`src/rtl/iq_capture_scheduler.sv`:
```
// iq_capture_scheduler
// Captures the first WIN and last WIN samples of each I and Q packet into a
// single-write-port buffer. A round-robin arbiter merges the two sample
// streams. The buffer is read back through a registered port outside capture.
//
// Ports
//   clk, rst            : clock, synchronous active-high reset
//   pkt_len             : samples per channel per packet, latched at arm
//   arm, abort          : start / terminate a capture (single-cycle)
//   i_valid/i_data      : I sample offer, i_ready accepts it
//   q_valid/q_data      : Q sample offer, q_ready accepts it
//   busy, done          : state flags (CAPTURE, DONE)
//   cfg_err             : one-cycle pulse on a rejected arm
//   cap_count           : completed captures, wrapping
//   rd_en/rd_addr       : buffer read request
//   rd_valid/rd_data    : read response, one cycle after rd_en
module iq_capture_scheduler #(
   parameter  int DW  = 12,
   parameter  int WIN = 64,
   localparam int AW  = $clog2(4*WIN)
) (
   input  logic          clk,
   input  logic          rst,
   input  logic [15:0]   pkt_len,
   input  logic          arm,
   input  logic          abort,
   input  logic          i_valid,
   input  logic [DW-1:0] i_data,
   output logic          i_ready,
   input  logic          q_valid,
   input  logic [DW-1:0] q_data,
   output logic          q_ready,
   output logic          busy,
   output logic          done,
   output logic          cfg_err,
   output logic [7:0]    cap_count,
   input  logic          rd_en,
   input  logic [AW-1:0] rd_addr,
   output logic          rd_valid,
   output logic [DW-1:0] rd_data
);

   localparam int IW = AW - 1;

   typedef enum logic [1:0] {S_IDLE, S_CAPTURE, S_DONE} state_t;

   state_t        state;
   logic [15:0]   len_q;
   logic [15:0]   i_cnt;
   logic [15:0]   q_cnt;
   logic          ptr;            // 0 = I has priority, 1 = Q
   logic [DW-1:0] mem [4*WIN];

   logic          cap;
   logic          i_req;
   logic          q_req;
   logic [15:0]   i_cnt_nxt;
   logic [15:0]   q_cnt_nxt;
   logic          all_done;
   logic          len_ok;
   logic [15:0]   wr_c;
   logic [15:0]   tail_start;
   logic [15:0]   tail_idx;
   logic          in_head;
   logic          in_tail;
   logic [IW-1:0] wr_idx;
   logic          wr_en;
   logic [AW-1:0] wr_addr;
   logic [DW-1:0] wr_data;

   // Arbitration: a channel requests only while capturing and incomplete.
   assign cap     = (state == S_CAPTURE);
   assign i_req   = cap && i_valid && (i_cnt != len_q);
   assign q_req   = cap && q_valid && (q_cnt != len_q);
   assign i_ready = i_req && (!q_req || !ptr);
   assign q_ready = q_req && (!i_req || ptr);

   assign i_cnt_nxt = i_cnt + {15'd0, i_ready};
   assign q_cnt_nxt = q_cnt + {15'd0, q_ready};
   assign all_done  = (i_cnt_nxt == len_q) && (q_cnt_nxt == len_q);
   assign len_ok    = (pkt_len >= 16'(2*WIN));

   // Head window keeps count c at index c; the tail window is packed right
   // after it. Middle samples are counted but dropped. len_q >= 2*WIN, so
   // tail_start never underflows.
   assign wr_c       = q_ready ? q_cnt : i_cnt;
   assign tail_start = len_q - 16'(WIN);
   assign tail_idx   = 16'(WIN) + (wr_c - tail_start);
   assign in_head    = (wr_c < 16'(WIN));
   assign in_tail    = (wr_c >= tail_start);
   assign wr_idx     = in_head ? wr_c[IW-1:0] : tail_idx[IW-1:0];
   assign wr_en      = (i_ready || q_ready) && (in_head || in_tail);
   assign wr_addr    = {q_ready, wr_idx};
   assign wr_data    = q_ready ? q_data : i_data;

   always_ff @(posedge clk) begin
      if (wr_en) mem[wr_addr] <= wr_data;
   end

   always_ff @(posedge clk) begin
      if (rst) begin
         state     <= S_IDLE;
         len_q     <= '0;
         i_cnt     <= '0;
         q_cnt     <= '0;
         ptr       <= 1'b0;
         cap_count <= '0;
         busy      <= 1'b0;
         done      <= 1'b0;
         cfg_err   <= 1'b0;
         rd_valid  <= 1'b0;
         rd_data   <= '0;
      end else begin
         cfg_err  <= 1'b0;
         rd_valid <= 1'b0;
         // Reads are refused during capture so they never meet a write.
         if (rd_en && !cap) begin
            rd_valid <= 1'b1;
            rd_data  <= mem[rd_addr];
         end
         case (state)
            S_IDLE, S_DONE: begin
               if (abort) begin
                  state <= S_IDLE;
                  busy  <= 1'b0;
                  done  <= 1'b0;
               end else if (arm) begin
                  if (len_ok) begin
                     state <= S_CAPTURE;
                     len_q <= pkt_len;
                     i_cnt <= '0;
                     q_cnt <= '0;
                     ptr   <= 1'b0;
                     busy  <= 1'b1;
                     done  <= 1'b0;
                  end else begin
                     cfg_err <= 1'b1;
                  end
               end
            end
            S_CAPTURE: begin
               if (abort) begin
                  state <= S_IDLE;
                  busy  <= 1'b0;
               end else begin
                  i_cnt <= i_cnt_nxt;
                  q_cnt <= q_cnt_nxt;
                  // Pointer moves only on a contested grant.
                  if (i_req && q_req) ptr <= !ptr;
                  if (all_done) begin
                     state     <= S_DONE;
                     busy      <= 1'b0;
                     done      <= 1'b1;
                     cap_count <= cap_count + 8'd1;
                  end
               end
            end
            default: begin
               state <= S_IDLE;
               busy  <= 1'b0;
               done  <= 1'b0;
            end
         endcase
      end
   end

endmodule
```
`config.mk`:
```
export PLATFORM = sky130hd
export DESIGN_NAME = iq_capture_scheduler
export DESIGN_NICKNAME = d
export VERILOG_FILES = /design/src/rtl/iq_capture_scheduler.sv
export SDC_FILE = /design/constraint.sdc
export NUM_CORES = 2
export LEC_CHECK = 0
export BUFFER_PORTS_ARGS = -buffer_cell sky130_fd_sc_hd__buf_2
export CAP_MARGIN = 0
export CORE_ASPECT_RATIO = 1.75
export CORE_UTILIZATION = 60
export CTS_CLUSTER_DIAMETER = 120
export DETAILED_ROUTE_END_ITERATION = 16
export GPL_TIMING_DRIVEN = 0
export PLACE_DENSITY = 0.76
export RECOVER_POWER = 50
export SYNTH_ARGS = -nofsm -noshare
export SYNTH_HDL_FRONTEND = slang
export SYNTH_SLANG_ARGS = --single-unit
```
`constraint.sdc`:
```
create_clock -name clk -period 10.7 [get_ports clk]
set_input_delay 0.535 -clock clk [delete_from_list [all_inputs] [get_ports clk]]
set_output_delay 0.535 -clock clk [all_outputs]
set_load 0.03 [all_outputs]
```
==> metrics <==
outcome finished, violations left; failing checks capacitance limit, slew limit; final setup vio count 0; Placed Cells 8719; synthesized cell area 0.1243 mm^2; clock root buffer clkbuf_16; number of warning messages in the yosys log 0; Hold Fails Final Rpt 0; HPWL after detailed placement 247.2 mm; chip height 604.0 um; area grow syn2layout 13.03%; Worst setup SP type register; die width 346.0 um; DRT Pass-1 Iters 7; I/O Pins 81; number of CTS-inserted buffers 275; number of synthesized flops with an enable pin 3072; Setup crit end kind register; max_slew headroom -216.2%; clk sinks 3147; Worst-path clk slew 0.07 ns; GP Congestion 0.9834; worst min-delay path class input port to register; initial antenna violation count 21; Vias/cell 7.123; post_cts resized 0; largest net degree at the start of global routing 109; antenna viol nets, final 0; via count 65730; Final Skew 0.04818 ns; fin. max-slew vios 1798; RSZ-0062 raised after global routing false; initial core utilization 60.43%; min cycle time layout 10.04 ns; Post-synth ARST share 0%; count of unique library cells instantiated by Yosys 68; clk_lat worst skew 0.88 ns; sequential area share after synthesis 75.45%; CTS tree built; placed cell areas 0.1323 mm^2; Main synth FF type edfxtp_1; Die ar. 0.2090 mm^2; DRC 0; P_leak 43.32 nW; Slew @ Worst Pin 4.743 ns; Max Cap Violations 35; Non-Filler Instances 9227; fmax 99.61 MHz; Critical Path AT 10.62 ns; CTS max path bufs 4; fin util 68.30%; Crit Path Category register to register; Final Cell Area 0.1404 mm^2; Crit Path Max Fanout 10; Pwr per Cell Area 178.0 mW/mm^2; DRT Wirelength 365.4 mm; core area 0.2056 mm^2; gr ovfl total 0; Total Nets Final 6438; CTS H-tree depth 5; Gate Count Post-Synth 5749; setup tns final 0 ns; # rows 220; Synth Net Count 5836; DR iter-0 viols 8920; drt wl/cell 39.61 um; first-pass GRT wire length 507.9 mm; Max rail drop VDD 0.1381 mV; GRT Total Usage 35.38%; Mean Syn Cell Area 21.61 um^2; Yosys reg bits 3147; vias in the first global route 67050; I/O Buffers 75; CP required 11.28 ns; final period utilization 93.83%; fraction of layout cells with a size suffix above 1 28.59%
-- final cells by class --
type,count,area [um^2]
Fill cell,12080,65180
Timing Repair Buffer,325,3329
Tap cell,2664,3333
Multi-Input combinational cell,2206,29910
Buffer,375,1483
Inverter,21,78.83
Sequential cell,3147,93750
Clock inverter,143,1276
Antenna cell,12,30.03
Clock buffer,334,7252
-- stage by stage --
step	setup WS, ns	hold WS (ns)	total power [W]
floorplan	3.908	0.4851	0.01484
global placement	-1.272	0.4738	0.01555
detailed placement	1.843	0.4874	0.01547
CTS	1.658	0.1356	0.02499
global route	0.7690	0.1874	0.02545
finish	0.6604	0.2147	0.02500
-- critical path, cell delays in order, from the launching register on --
cell and delay, ns:
dfxtp_1 0.31, clkbuf_1 0.62, xnor2_1 0.24, or3b_2 0.54, o41a_1 0.56, o211ai_4 0.29
clkbuf_1 0.61, clkbuf_1 0.54, clkbuf_1 0.63, mux2i_1 0.26, ha_1 0.25, clkbuf_1 0.25
a21boi_0 0.26, o21ai_0 0.14, a31oi_1 0.40, nor2_1 0.07, o21ai_0 0.88, a21o_1 0.36
clkbuf_1 0.74, clkbuf_1 1.23, nor3_2 0.27, buf_6 0.27
-- logic make-up after synthesis --
group / share of synthesized area, %
XOR/XNOR: 0.5005
AO/OA/AOI/OAI: 1.570
buffers and inverters: 1.247
AND/OR/NAND/NOR: 2.999
adder cells (fa/ha/maj): 0.3464
multiplexers: 17.89
flip-flops: 75.45
-- repair_timing --
item,4_1_cts,5_1_grt
endpoints found under the setup margin,0,0
endpoints found under the hold margin,18,0
buffers inserted,0,0
hold buffers,18,0
-- sequential cells by signal, summed over array words and instances, names as in the netlist --
register and count:
len_q 16, rd_data 12, cap_count 8, i_cnt 16
done 1, mem 3072, rd_valid 1, q_cnt 16
busy 1, state 2, ptr 1, cfg_err 1
-- cell usage after synthesis (28+ instances only) --
cell / n / share of area [%]
edfxtp_1: 3072 / 74
mux4_2: 937 / 17
clkbuf_1: 251 / 0.76
nor3_1: 238 / 0.96
nor2_1: 148 / 0.45
nand2_1: 139 / 0.42
a21oi_1: 92 / 0.37
buf_1: 76 / 0.23
dfxtp_1: 75 / 1.2
mux2i_1: 72 / 0.58
o21ai_0: 60 / 0.24
nor2b_1: 54 / 0.27
a211oi_1: 49 / 0.30
buf_2: 46 / 0.19
nand4_1: 45 / 0.23
nand3_1: 38 / 0.15
xor2_1: 37 / 0.26
mux2_2: 34 / 0.31
xnor2_1: 34 / 0.24
ha_1: 28 / 0.28
-- metal layers --
layer,vias to the layer above,GRT usage [%],wire (um)
li1,25420,-,-
met2,4906,59.42,183900
met3,1348,7.312,34210
met5,-,0,114
met1,34040,38.27,108100
met4,14,30.69,39170
-- cell usage in the layout, fill, tap and decap left out, drive strengths merged, types with 16 or more instances in the layout --
cell,netlist,layout
edfxtp,3072,3072
mux4,937,937
clkbuf,252,644
buf,123,371
nor3,238,238
nor2,148,148
nand2,139,139
clkinv,0,105
a21oi,92,92
dfxtp,75,75
mux2i,73,73
o21ai,60,60
nor2b,54,54
a211oi,49,49
nand4,45,45
nand3,38,38
xor2,37,37
inv,21,35
xnor2,34,34
mux2,34,34
ha,28,28
or3,21,21
bufinv,0,19
dlygate4sd3,0,18
nor4,16,16
or2,16,16
-- where the power goes --
part	leakage (nW)	internal (W)	switching [W]	total, W
Combinational	10.9	0.000499	0.00109	0.00159
Sequential	28.2	0.0137	0.0000159	0.0137
Clock	4.18	0.00532	0.00441	0.00973
Total	43.3	0.0195	0.00552	0.0250
-- path summary, 6_finish.rpt --
check | startpoint | end | cells past startpoint | slack [ns]
min | rd_addr[5] | rd_data[11]$_SDFFE_PP0P_ | 4 | 0.21
max | len_q[8]$_SDFFE_PP0P_ | mem[164][3]$_DFFE_PP_ | 21 | 0.66
min reg2reg | cap_count[7]$_SDFFE_PP0P_ | cap_count[7]$_SDFFE_PP0P_ | 2 | 0.50
max reg2reg | len_q[8]$_SDFFE_PP0P_ | mem[164][3]$_DFFE_PP_ | 21 | 0.66
(Power assumes the default switching activity.)
